==> src/rtl/io_channel_unit_if.sv <==
// io_channel_unit_if: output stream of the I/O channel unit.
// The master drives the head entry of the output FIFO; the slave consumes it.
interface io_channel_unit_if;
  logic        out_valid;
  logic        out_ready;
  logic [2:0]  out_sel;
  logic [14:0] out_data;

  modport master (
    output out_valid,
    output out_sel,
    output out_data,
    input  out_ready
  );

  modport slave (
    input  out_valid,
    input  out_sel,
    input  out_data,
    output out_ready
  );
endinterface

==> src/rtl/io_channel_unit.sv <==
// io_channel_unit: eight 15-bit I/O channel registers.
//   - The core reads channels through IO_read_sel.
//   - The core writes channels through IO_write_*; every core write is also
//     queued in an output FIFO that drains over a valid/ready stream.
//   - Peripherals load channels through the ext_in_* strobe port.
//     These loads never enter the FIFO.
// Optional macro IO_CHANNEL_BYPASS_EN: forwards a same-cycle core write to
// IO_read_data when the write and read channels match. Without it, the read
// always returns the registered channel value.
module io_channel_unit #(
  parameter int FIFO_DEPTH = 4
) (
  input  logic               clock,
  input  logic               reset_n,
  input  logic               IO_write_en,
  input  logic [2:0]         IO_write_sel,
  input  logic [14:0]        IO_write_data,
  input  logic [2:0]         IO_read_sel,
  output logic [14:0]        IO_read_data,
  input  logic               ext_in_valid,
  input  logic [2:0]         ext_in_sel,
  input  logic [14:0]        ext_in_data,
  io_channel_unit_if.master  out_if,
  output logic               overflow,
  input  logic               overflow_clr
);

  localparam int IDX_W = (FIFO_DEPTH > 1) ? $clog2(FIFO_DEPTH) : 1;
  localparam logic [IDX_W:0] PTR_ONE = 1;

  logic [14:0]    ch_q [8];
  logic [17:0]    fifo_q [FIFO_DEPTH];
  logic [IDX_W:0] wr_ptr_q, wr_ptr_d;
  logic [IDX_W:0] rd_ptr_q, rd_ptr_d;
  logic           overflow_q, overflow_d;

  logic             empty, full, pop, push, drop;
  logic [IDX_W-1:0] wr_idx, rd_idx;
  logic [17:0]      head;
  logic [14:0]      read_data;

  assign wr_idx = wr_ptr_q[IDX_W-1:0];
  assign rd_idx = rd_ptr_q[IDX_W-1:0];
  assign empty  = (wr_ptr_q == rd_ptr_q);
  assign full   = (wr_idx == rd_idx) && (wr_ptr_q[IDX_W] != rd_ptr_q[IDX_W]);
  assign pop    = !empty && out_if.out_ready;
  // A pop in the same cycle frees the slot being written, so a full FIFO
  // still accepts the write and occupancy stays the same.
  assign push   = IO_write_en && (!full || pop);
  assign drop   = IO_write_en && full && !pop;
  assign head   = fifo_q[rd_idx];

  assign out_if.out_valid = !empty;
  assign out_if.out_sel   = empty ? 3'd0  : head[17:15];
  assign out_if.out_data  = empty ? 15'd0 : head[14:0];
  assign overflow         = overflow_q;

  // Next-state logic for the FIFO pointers and the sticky overflow flag.
  // A drop takes priority over a clear in the same cycle.
  always_comb begin
    wr_ptr_d   = push ? (wr_ptr_q + PTR_ONE) : wr_ptr_q;
    rd_ptr_d   = pop  ? (rd_ptr_q + PTR_ONE) : rd_ptr_q;
    overflow_d = overflow_q;
    if (overflow_clr) overflow_d = 1'b0;
    if (drop)         overflow_d = 1'b1;
  end

  // Register the pointers and the overflow flag.
  // Reset discards any queued entries.
  always_ff @(posedge clock or negedge reset_n) begin
    if (!reset_n) begin
      wr_ptr_q   <= '0;
      rd_ptr_q   <= '0;
      overflow_q <= 1'b0;
    end else begin
      wr_ptr_q   <= wr_ptr_d;
      rd_ptr_q   <= rd_ptr_d;
      overflow_q <= overflow_d;
    end
  end

  // Store each accepted core write as {channel, data} at the write index.
  always_ff @(posedge clock or negedge reset_n) begin
    if (!reset_n) begin
      for (int i = 0; i < FIFO_DEPTH; i++) fifo_q[i] <= '0;
    end else if (push) begin
      fifo_q[wr_idx] <= {IO_write_sel, IO_write_data};
    end
  end

  // Update the channel registers. When the core and a peripheral target the
  // same channel in one cycle, the core write wins.
  always_ff @(posedge clock or negedge reset_n) begin
    if (!reset_n) begin
      for (int i = 0; i < 8; i++) ch_q[i] <= '0;
    end else begin
      for (int i = 0; i < 8; i++) begin
        if (IO_write_en && (IO_write_sel == 3'(i)))
          ch_q[i] <= IO_write_data;
        else if (ext_in_valid && (ext_in_sel == 3'(i)))
          ch_q[i] <= ext_in_data;
      end
    end
  end

  // Select the channel read by the core.
  // Optionally forward a same-cycle core write to the read port.
  always_comb begin
    read_data = ch_q[IO_read_sel];
`ifdef IO_CHANNEL_BYPASS_EN
    if (reset_n && IO_write_en && (IO_write_sel == IO_read_sel))
      read_data = IO_write_data;
`else
    read_data = ch_q[IO_read_sel];
`endif
  end

  assign IO_read_data = read_data;

endmodule

==> src/flat_wrapper.sv <==
// flat-port wrapper written by rule: the top's interface ports become plain ports
module io_channel_unit_flat 
#(
  parameter int FIFO_DEPTH = 4
)
  (clock, reset_n, IO_write_en, IO_write_sel, IO_write_data, IO_read_sel, IO_read_data, ext_in_valid, ext_in_sel, ext_in_data, overflow, overflow_clr, out_if_out_valid, out_if_out_sel, out_if_out_data, out_if_out_ready);
  io_channel_unit_if out_if_i ();
  input  logic clock;
  input  logic reset_n;
  input  logic IO_write_en;
  input  logic [2:0] IO_write_sel;
  input  logic [14:0] IO_write_data;
  input  logic [2:0] IO_read_sel;
  output logic [14:0] IO_read_data;
  input  logic ext_in_valid;
  input  logic [2:0] ext_in_sel;
  input  logic [14:0] ext_in_data;
  output logic overflow;
  input  logic overflow_clr;
  output wire logic [$bits(out_if_i.out_valid)-1:0] out_if_out_valid;
  output wire logic [$bits(out_if_i.out_sel)-1:0] out_if_out_sel;
  output wire logic [$bits(out_if_i.out_data)-1:0] out_if_out_data;
  input wire logic [$bits(out_if_i.out_ready)-1:0] out_if_out_ready;
  assign out_if_out_valid = out_if_i.out_valid;
  assign out_if_out_sel = out_if_i.out_sel;
  assign out_if_out_data = out_if_i.out_data;
  assign out_if_i.out_ready = out_if_out_ready;
  io_channel_unit #(.FIFO_DEPTH(FIFO_DEPTH)) u_core (.clock(clock), .reset_n(reset_n), .IO_write_en(IO_write_en), .IO_write_sel(IO_write_sel), .IO_write_data(IO_write_data), .IO_read_sel(IO_read_sel), .IO_read_data(IO_read_data), .ext_in_valid(ext_in_valid), .ext_in_sel(ext_in_sel), .ext_in_data(ext_in_data), .out_if(out_if_i), .overflow(overflow), .overflow_clr(overflow_clr));
endmodule
==> config.mk <==
export PLATFORM = sky130hd
export DESIGN_NAME = io_channel_unit_flat
export DESIGN_NICKNAME = d
export VERILOG_FILES = /design/src/rtl/io_channel_unit_if.sv /design/src/rtl/io_channel_unit.sv /design/src/flat_wrapper.sv
export SDC_FILE = /design/constraint.sdc
export NUM_CORES = 1
export LEC_CHECK = 0
export CAP_MARGIN = 30
export CORE_ASPECT_RATIO = 1.4
export CORE_UTILIZATION = 45
export CTS_CLUSTER_DIAMETER = 80
export DETAILED_ROUTE_END_ITERATION = 8
export SLEW_MARGIN = 0
export SYNTH_ARGS = -nofsm -noshare
export SYNTH_HDL_FRONTEND = slang
export SYNTH_SLANG_ARGS = --single-unit
==> constraint.sdc <==
create_clock -name clock -period 4.14 [get_ports clock]
set_input_delay 0.414 -clock clock [delete_from_list [all_inputs] [get_ports clock]]
set_output_delay 0.414 -clock clock [all_outputs]
set_load 0.005 [all_outputs]
# Word level (Yosys, flattened, before mapping)
# Cells that the tools add are included.
[totals]
mem_bits_rw = 0
latchBits = 0
output_inout_bits = 35
n_memories = 0
word_cells = 107
in_bits = 45
register_bits = 199
rom_bits = 0
[op_classes]
div_mod_pow = 0
add_sub_neg = 2
n_mul = 0
reduce_logical = 37
n_eq_ne = 17
shift = 0
magnitude_cmp = 4
bitwise = 3
n_mux = 29
[ops]
columns = ["cell", "count"]
rows = [
  ["15-bit 2-to-1 mux", 19],
  ["72-bit bitwise mux", 1],
  ["18-bit 2-to-1 mux", 3],
  ["15-bit binary-select mux with 3-bit select", 1],
  ["18-bit binary-select mux with 2-bit select", 1],
  ["18-bit demux with 2-bit select", 1],
  ["3-bit equality test, second input constant", 8],
  ["1-bit logical AND", 22],
  ["2-bit nonzero test", 9],
  ["3-bit by 2-bit equality test with 1-bit output, second input constant", 4],
  ["3-bit by 1-bit adder with 3-bit output, second input constant", 2],
  ["3-bit by 1-bit equality test with 1-bit output, second input constant", 2],
  ["3-bit greater-or-equal comparator, second input constant", 2],
  ["3-bit zero test", 2],
  ["2-bit inverter with 3-bit output", 2],
  ["4-bit greater-or-equal comparator, second input constant", 1],
  ["3-bit inverter with 4-bit output", 1],
  ["3-bit equality test", 1],
  ["1-bit zero test", 3],
  ["3-bit by 1-bit less-than comparator with 1-bit output, second input constant", 1],
  ["3-bit 2-to-1 mux", 1],
  ["2-bit equality test", 1],
  ["1-bit 2-to-1 mux", 2],
  ["1-bit logical OR", 1],
  ["1-bit inequality test", 1],
]

# Logic depth before layout (Yosys ltp)
# Gate-level depths: netlist of the first run.
[logic_depth]
depth_word = 6
mapped_depth = 6
depth_no_buf = 5

# Worst setup path after synthesis of the first run
# OpenSTA, ideal clock, no wires.
[synth_timing]
path_kind = "register -> output"
startpoint = "register u_core.wr_ptr_q[0]"
endpoint = "output out_if_out_data[0]"
required_ps = 3726
path_buffers = 1
path_stages_with_launch = 5
arrival_ps = 1738
setup_slack_ps = 1988
path_cell_list = "dfrtp_1 xor2_2 nor3_1 clkbuf_1 nor2b_1"
[synth_via]
elab_chain_cells = 2
[synth_lines]
columns = ["element", "line_no", "rtl"]
rows = [
  ["start: declaration", "io_channel_unit.sv:33", "logic [IDX_W:0] wr_ptr_q, wr_ptr_d;"],
  ["start signal: assignment", "io_channel_unit.sv:76", "wr_ptr_q <= wr_ptr_d;"],
  ["3-bit equality test", "io_channel_unit.sv:44", "assign empty = (wr_ptr_q == rd_ptr_q);"],
  ["15-bit 2-to-1 mux", "io_channel_unit.sv:55", "assign out_if.out_data = empty ? 15'd0 : head[14:0];"],
  ["end: declaration", "flat_wrapper.sv:22", "output wire logic [$bits(out_if_i.out_data)-1:0] out_if_out_data;"],
]
# Every way passes these cells.

# Worst setup path after layout of the first run
[layout_timing]
startpoint = "register u_core.rd_ptr_q[0]"
endpoint = "output out_if_out_data[13]"
[layout_via]
elab_chain_cells = 5
word_cells_on_any_way = 6
classes_between = "eq/ne: 1; mux: 4; bitwise: 1"
[layout_lines]
columns = ["element", "line_no", "rtl"]
rows = [
  ["start: declaration", "io_channel_unit.sv:34", "logic [IDX_W:0] rd_ptr_q, rd_ptr_d;"],
  ["start signal: assignment", "io_channel_unit.sv:77", "rd_ptr_q <= rd_ptr_d;"],
  ["2-bit inverter with 3-bit output (implied by the code)", "io_channel_unit.sv:51", "assign head = fifo_q[rd_idx];"],
  ["18-bit binary-select mux with 2-bit select", "io_channel_unit.sv:51", ""],
  ["18-bit 2-to-1 mux (implied by the code) (2 in a row)", "io_channel_unit.sv:51", ""],
  ["15-bit 2-to-1 mux *", "io_channel_unit.sv:55", ""],
]
# Mark *: on every way between the ends. The rest lies on a longest branch, timed or not. The select of a mux whose other input is x is not followed.

==> results of run 1 <==
## cell families after synthesis
| group | synth area share, % |
|---|---|
| adder cells (fa/ha/maj) | 0.606 |
| AND/OR/NAND/NOR | 7.25 |
| XOR/XNOR | 0.897 |
| AO/OA/AOI/OAI | 7.21 |
| multiplexers | 31.8 |
| flip-flops | 48.3 |
| buffers and inverters | 3.95 |
## power by group
group	internal, mW	total [mW]	leakage, nW	switching (mW)
sequential	2.60	2.99	2.35	0.386
clock	0.799	1.60	0.279	0.804
combinational	1.69	2.84	2.46	1.15
## layer usage
| metal | wire (um) | global-route usage, % | up-vias |
|---|---|---|---|
| met3 | 878 | 3.55 | 27 |
| met1 | 10700 | 29.3 | 3472 |
| li1 | - | - | 3118 |
| met2 | 14100 | 42.4 | 152 |
| met5 | 0 | 0 | - |
| met4 | 443 | 6.93 | 0 |
## per-stage QoR
step | instance area [um2] | utilization, % | setup WS (ns)
2_1_floorplan | 10300 | - | 1.99
3_3_place_gp | 11400 | 50.7 | 1.27
3_5_place_dp | 11400 | 50.7 | 1.25
4_1_cts | 12000 | 53.2 | 0.865
5_1_grt | 12000 | 53.4 | 0.753
6_report | 12000 | 53.4 | 0.917
## cells in the mapped netlist, types with 6 or more instances
cell type	instances	area (um2)
dfrtp_1	199	4980
a21oi_1	60	300
o21ai_0	60	300
buf_2	13	65.1
nor2b_1	18	113
mux2_2	85	957
nor2_1	60	225
clkbuf_1	71	267
nor4bb_1	6	60.1
mux4_2	48	1080
mux2i_1	120	1200
nand2_1	60	225
nand4b_1	6	52.6
## timing repair
action	4_1_cts	5_1_grt
setup buffers	0	0
hold buffers	0	1
hold endpoints to repair	0	9
## worst max-delay path, delay by kind of cell, from the launching register on
kind          cells  cell delay, ns
buf+inv           2            0.79
simple gates      2            0.31
xor+xnor          1            0.59
flops             1            0.66
## cell type report
cell class	count	area, um2
multi-input combinational	558	5040
tap	301	377
clock buffer	18	429
fill	1918	10500
inverter	4	15.0
clock inverter	14	130
sequential	199	4980
timing repair buffer	108	1050
## sequential cells by signal (all words and copies together), names as in the netlist
register / flops
u_core.ch_q: 120
u_core.fifo_q: 72
u_core.rd_ptr_q: 3
u_core.wr_ptr_q: 3
u_core.overflow: 1
## worst paths after layout
path                                    start                   to  slack (ns)
min in group clock          u_core.fifo_q[25]    u_core.fifo_q[25]        0.49
max reg2reg                u_core.rd_ptr_q[0]    u_core.fifo_q[13]        1.67
max in group asynchronous             reset_n    u_core.fifo_q[50]        2.62
min                                   reset_n      u_core.ch_q[42]        0.36
min reg2reg                 u_core.fifo_q[25]    u_core.fifo_q[25]        0.49
max                        u_core.rd_ptr_q[0]  out_if_out_data[13]        0.92
==> results.py, run 1 <==
metrics = {
    "status": {
        "status": "finished, final reports clean",
    },
    "worst_setup_path": {
        "cpMaxStageDelayCell": "dfrtp_1",
        "crit_required_ns": 3.73,
        "crit_arrival_ns": 2.81,
        "crit_path_end_kind": "output pin",
        "path_max_fanout": 19,
        "path_class": "flip-flop to output pin",
        "crit_chain": "xor2_2, nor3_2, buf_4, nor2b_1, clkdlybuf4s50_1",
        "rr_worst_depth": 4,
        "cp-start-kind": "flip-flop",
        "cpPeakStageDelay_ns": 0.66,
    },
    "logic_synthesis": {
        "avgSynthCellArea_um2": 12.1,
        "yosys_warnings": 0,
        "synth_edf_count": 0,
        "synth_cell_type_count": 35,
        "synth_nets": 902,
        "ys_ff_latch": 199,
        "async_reset_ff_share_pct": 100,
        "synth_seq_area_share_pct": 48.3,
        "synth_area_um2": 10300,
        "synthFlopType": "dfrtp_1",
        "synthCells": 852,
    },
    "routing": {
        "vias": 6769,
        "ant_nets": 0,
        "drtPass1Iterations": 4,
        "remaining_drc_errors": 0,
        "wl_per_cell_um": 21.7,
        "drt_wl_total_mm": 26.1,
        "viasPerCell": 5.63,
        "drtIter0Drc": 338,
    },
    "worst_hold_path": {
        "hold_class": "input port to async pin",
    },
    "grt": {
        "grt_first_pass_wirelength_mm": 41.2,
        "first_global_vias": 7278,
        "grt_max_degree": 122,
        "grt_overflow": 0,
        "grt_use_total_pct": 23.8,
        "antenna_found_initial": 0,
    },
    "sta": {
        "skew_ns": 0.0127,
        "grt_setup_unrepaired": "false",
        "finalSetupViolCount": 0,
        "slew_headroom_pct": 53.3,
        "setup_tns_ns": 0,
        "fmax_ghz": 0.310,
        "holdWs_ns": 0.360,
        "worstMarginPinSlew_ns": 0.700,
        "min_period_over_period_pct": 77.8,
        "finalCriticalPeriod_ns": 3.22,
        "finalHoldViolations": 0,
        "maxSlewViolCount": 0,
    },
    "layout": {
        "layout-drive-gt1-share_pct": 23.3,
        "syn2layout_area_growth_pct": 16.5,
        "layout_commonest_cell": "dfrtp_1",
        "layout_common_cells": "dfrtp_1 (199), mux2i_1 (120), mux2_2 (85)",
        "antenna_cells": 0,
        "fin_nets": 938,
        "instances_no_fill": 1202,
    },
    "placement": {
        "gp_congestion": 0.779,
        "placedCellCount": 1168,
        "dp_hpwl_mm": 16.5,
        "io_buffers": 79,
    },
    "power_and_ir_drop": {
        "p_leak_nw": 5.09,
        "powerDensity_nw_per_um2": 618,
        "peakVddDrop_mv": 0.549,
        "power_mw": 7.43,
    },
    "cts": {
        "cts_num_sinks": 199,
        "cts_resized": 0,
        "clk_path_buf_depth": 2,
        "h-tree-depth": 4,
        "cts_buffers": 17,
        "clk_latency_ns": 0.44,
        "cts.clk_slew.worst_paths_ns": 0.08,
        "cts_root_buf": "clkbuf_16",
        "cts_tree": "done",
    },
    "floorplan": {
        "fp.dieH_um": 181,
        "ios": 80,
        "die-area_um2": 23600,
        "die_w_um": 130,
        "core_um2": 22500,
        "rows": 65,
        "initial_core_util_pct": 45.8,
    },
    "flow_run": {
        "max_cap_violations": 0,
    },
}
(Power assumes the default switching activity.)
==> run 2: changes to the inputs <==
--- a/config.mk
+++ b/config.mk
@@ -10,6 +10,7 @@
 export CORE_UTILIZATION = 45
 export CTS_CLUSTER_DIAMETER = 80
 export DETAILED_ROUTE_END_ITERATION = 8
+export PLACE_DENSITY = 0.67
 export SLEW_MARGIN = 0
 export SYNTH_ARGS = -nofsm -noshare
 export SYNTH_HDL_FRONTEND = slang
==> constraint.sdc (replaced) <==
create_clock -name clock -period 2.7 [get_ports clock]
set_input_delay 0.27 -clock clock [delete_from_list [all_inputs] [get_ports clock]]
set_output_delay 0.27 -clock clock [all_outputs]
set_load 0.005 [all_outputs]
==> run 2 against run 1 <==
Flip-flop and latch count is the same; combinational power grew 56%; largest power group unchanged; core utilization rose by 0.87 points; critical endpoint is now out_if_out_data[14]; worst hold slack improved by 0.066 ns; setup slack worse by 0.78 ns; first-iteration DRC count is 34% higher; global-route usage down 0.74 points; sequential power up 54%.
==> results.py, run 2 (synthesis gave the netlist of run 1 again) <==
metrics = {
    "sta": {
        "slew_headroom_pct": 53.0,
        "setup_ws_ns": 0.137,
        "finalCriticalPeriod_ns": 2.56,
        "worstMarginPinSlew_ns": 0.705,
        "skew_ns": 0.0111,
        "finalSetupViolCount": 0,
        "setup_tns_ns": 0,
        "grt_setup_unrepaired": "false",
        "min_period_over_period_pct": 94.9,
        "finalHoldViolations": 0,
        "maxSlewViolCount": 0,
        "fmax_ghz": 0.390,
    },
    "routing": {
        "vias": 6699,
        "drtIter0Drc": 452,
        "wl_per_cell_um": 20.7,
        "drt_wl_total_mm": 25.2,
        "remaining_drc_errors": 0,
        "viasPerCell": 5.51,
        "ant_nets": 0,
        "drtPass1Iterations": 6,
    },
    "cts": {
        "clk_path_buf_depth": 2,
        "cts_buffers": 17,
        "clk_latency_ns": 0.45,
        "cts_tree": "done",
        "cts_root_buf": "clkbuf_16",
        "cts_num_sinks": 199,
        "post_cts_buffers": 0,
        "cts.clk_slew.worst_paths_ns": 0.08,
        "h-tree-depth": 4,
    },
    "worst_hold_path": {
        "hold_class": "input port to async pin",
    },
    "layout": {
        "layout_commonest_cell": "dfrtp_1",
        "fin_nets": 950,
        "layout-drive-gt1-share_pct": 24.6,
        "largest-register": "u_core.ch_q",
        "syn2layout_area_growth_pct": 18.4,
        "layout_common_cells": "dfrtp_1 (197), mux2i_1 (120), mux2_2 (85)",
        "reg.largest.list": "u_core.ch_q (120), u_core.fifo_q (72)",
        "largest_reg_flops": 120,
        "fin_util_pct": 54.3,
    },
    "worst_setup_path": {
        "crit_arrival_ns": 2.29,
        "worst-path-buf-inv": 2,
        "path_delay_family": "buffers and inverters",
        "crit_chain": "buf_12, mux4_2, nor2b_1, clkdlybuf4s50_1",
        "path_max_fanout": 17,
        "crit_required_ns": 2.43,
        "cpMaxStageDelayCell": "mux4_2",
        "cpPeakStageDelay_ns": 0.52,
        "cp-start-kind": "flip-flop",
        "path_class": "flip-flop to output pin",
        "crit_path_end_kind": "output pin",
    },
    "grt": {
        "grt_use_total_pct": 23.0,
        "antenna_found_initial": 1,
        "grt_first_pass_wirelength_mm": 40.1,
        "grt_max_degree": 81,
        "grt_overflow": 0,
        "first_global_vias": 7043,
    },
    "floorplan": {
        "initial_core_util_pct": 45.8,
        "rows": 65,
        "fp.dieH_um": 181,
        "ios": 80,
        "die_w_um": 130,
        "core_um2": 22500,
        "die-area_um2": 23600,
    },
    "placement": {
        "dpl_worst_slack_ns": 0.319,
        "dp_hpwl_mm": 16.2,
        "gp_congestion": 0.734,
        "io_buffers": 79,
    },
    "power_and_ir_drop": {
        "powerDensity_nw_per_um2": 958,
        "p_leak_nw": 5.18,
        "power_mw": 11.7,
        "peakVddDrop_mv": 0.816,
    },
    "flow_run": {
        "max_cap_violations": 0,
    },
    "status": {
        "status": "finished, final reports clean",
    },
}
run 2: final cells by class:
type	instances	area, um2
Fill cell	1941	10300
Multi-Input combinational cell	558	5040
Sequential cell	199	4980
Timing Repair Buffer	120	1170
Clock buffer	17	425
Tap cell	301	377
Clock inverter	15	204
Inverter	4	15.0
Antenna cell	1	2.50
run 2: worst paths after layout:
path	start	endpoint	slack (ns)	cells past startpoint
min in group clock	overflow_clr	u_core.overflow	0.45	3
min	reset_n	u_core.ch_q[72]	0.43	2
max reg2reg	u_core.rd_ptr_q[0]	u_core.fifo_q[67]	0.70	5
min reg2reg	u_core.fifo_q[52]	u_core.fifo_q[52]	0.50	1
max in group asynchronous	reset_n	u_core.ch_q[68]	1.48	3
max	u_core.rd_ptr_q[0]	out_if_out_data[14]	0.14	4
run 2: metal layers:
metal  vias up  track usage, %  part of all wire [%]  wire length (um)
met5         -               0                     0                 0
met4         0            7.30                   2.1               534
met3        34            3.52                   3.3               830
met2       129            40.2                    53             13500
met1      3401            28.9                    41             10400
li1       3135               -                     -                 -
run 2: worst reg2reg max path, stage by stage, from the launching register on:
cell	delay [ns]
dfrtp_2	0.49
xor2_2	0.21
buf_4	0.20
o41ai_4	0.28
buf_4	0.33
mux2_2	0.38
run 2: repair_timing:
action	in CTS	in global routing
hold endpoints to repair	76	0
setup endpoints to repair	0	17
hold buffers	1	0
resized for setup	0	2
run 2: power breakdown:
part / internal (mW) / switching (mW) / total [mW] / leakage [nW]
combinational: 2.70 / 1.74 / 4.44 / 2.53
sequential: 3.99 / 0.595 / 4.59 / 2.35
clock: 1.43 / 1.26 / 2.68 / 0.307
total: 8.11 / 3.59 / 11.7 / 5.18
run 2: through the flow:
stage,cell area [um2],hold slack [ns],instances
after floorplan,10300,-0.0256,852
after global placement,11600,0.365,1181
after detailed placement,11600,0.371,1181
after CTS,12200,0.436,1214
after global routing,12200,0.463,1215
final,12200,0.426,1215
==> run 3: changes to the inputs <==
--- a/config.mk
+++ b/config.mk
@@ -10,6 +10,7 @@
 export CORE_UTILIZATION = 45
 export CTS_CLUSTER_DIAMETER = 80
 export DETAILED_ROUTE_END_ITERATION = 8
+export GPL_ROUTABILITY_DRIVEN = 0
 export PLACE_DENSITY = 0.67
 export SLEW_MARGIN = 0
 export SYNTH_ARGS = -nofsm -noshare
==> results of run 3 <==
Same layout as run 2: the final DEF is identical, and so are final timing and power.
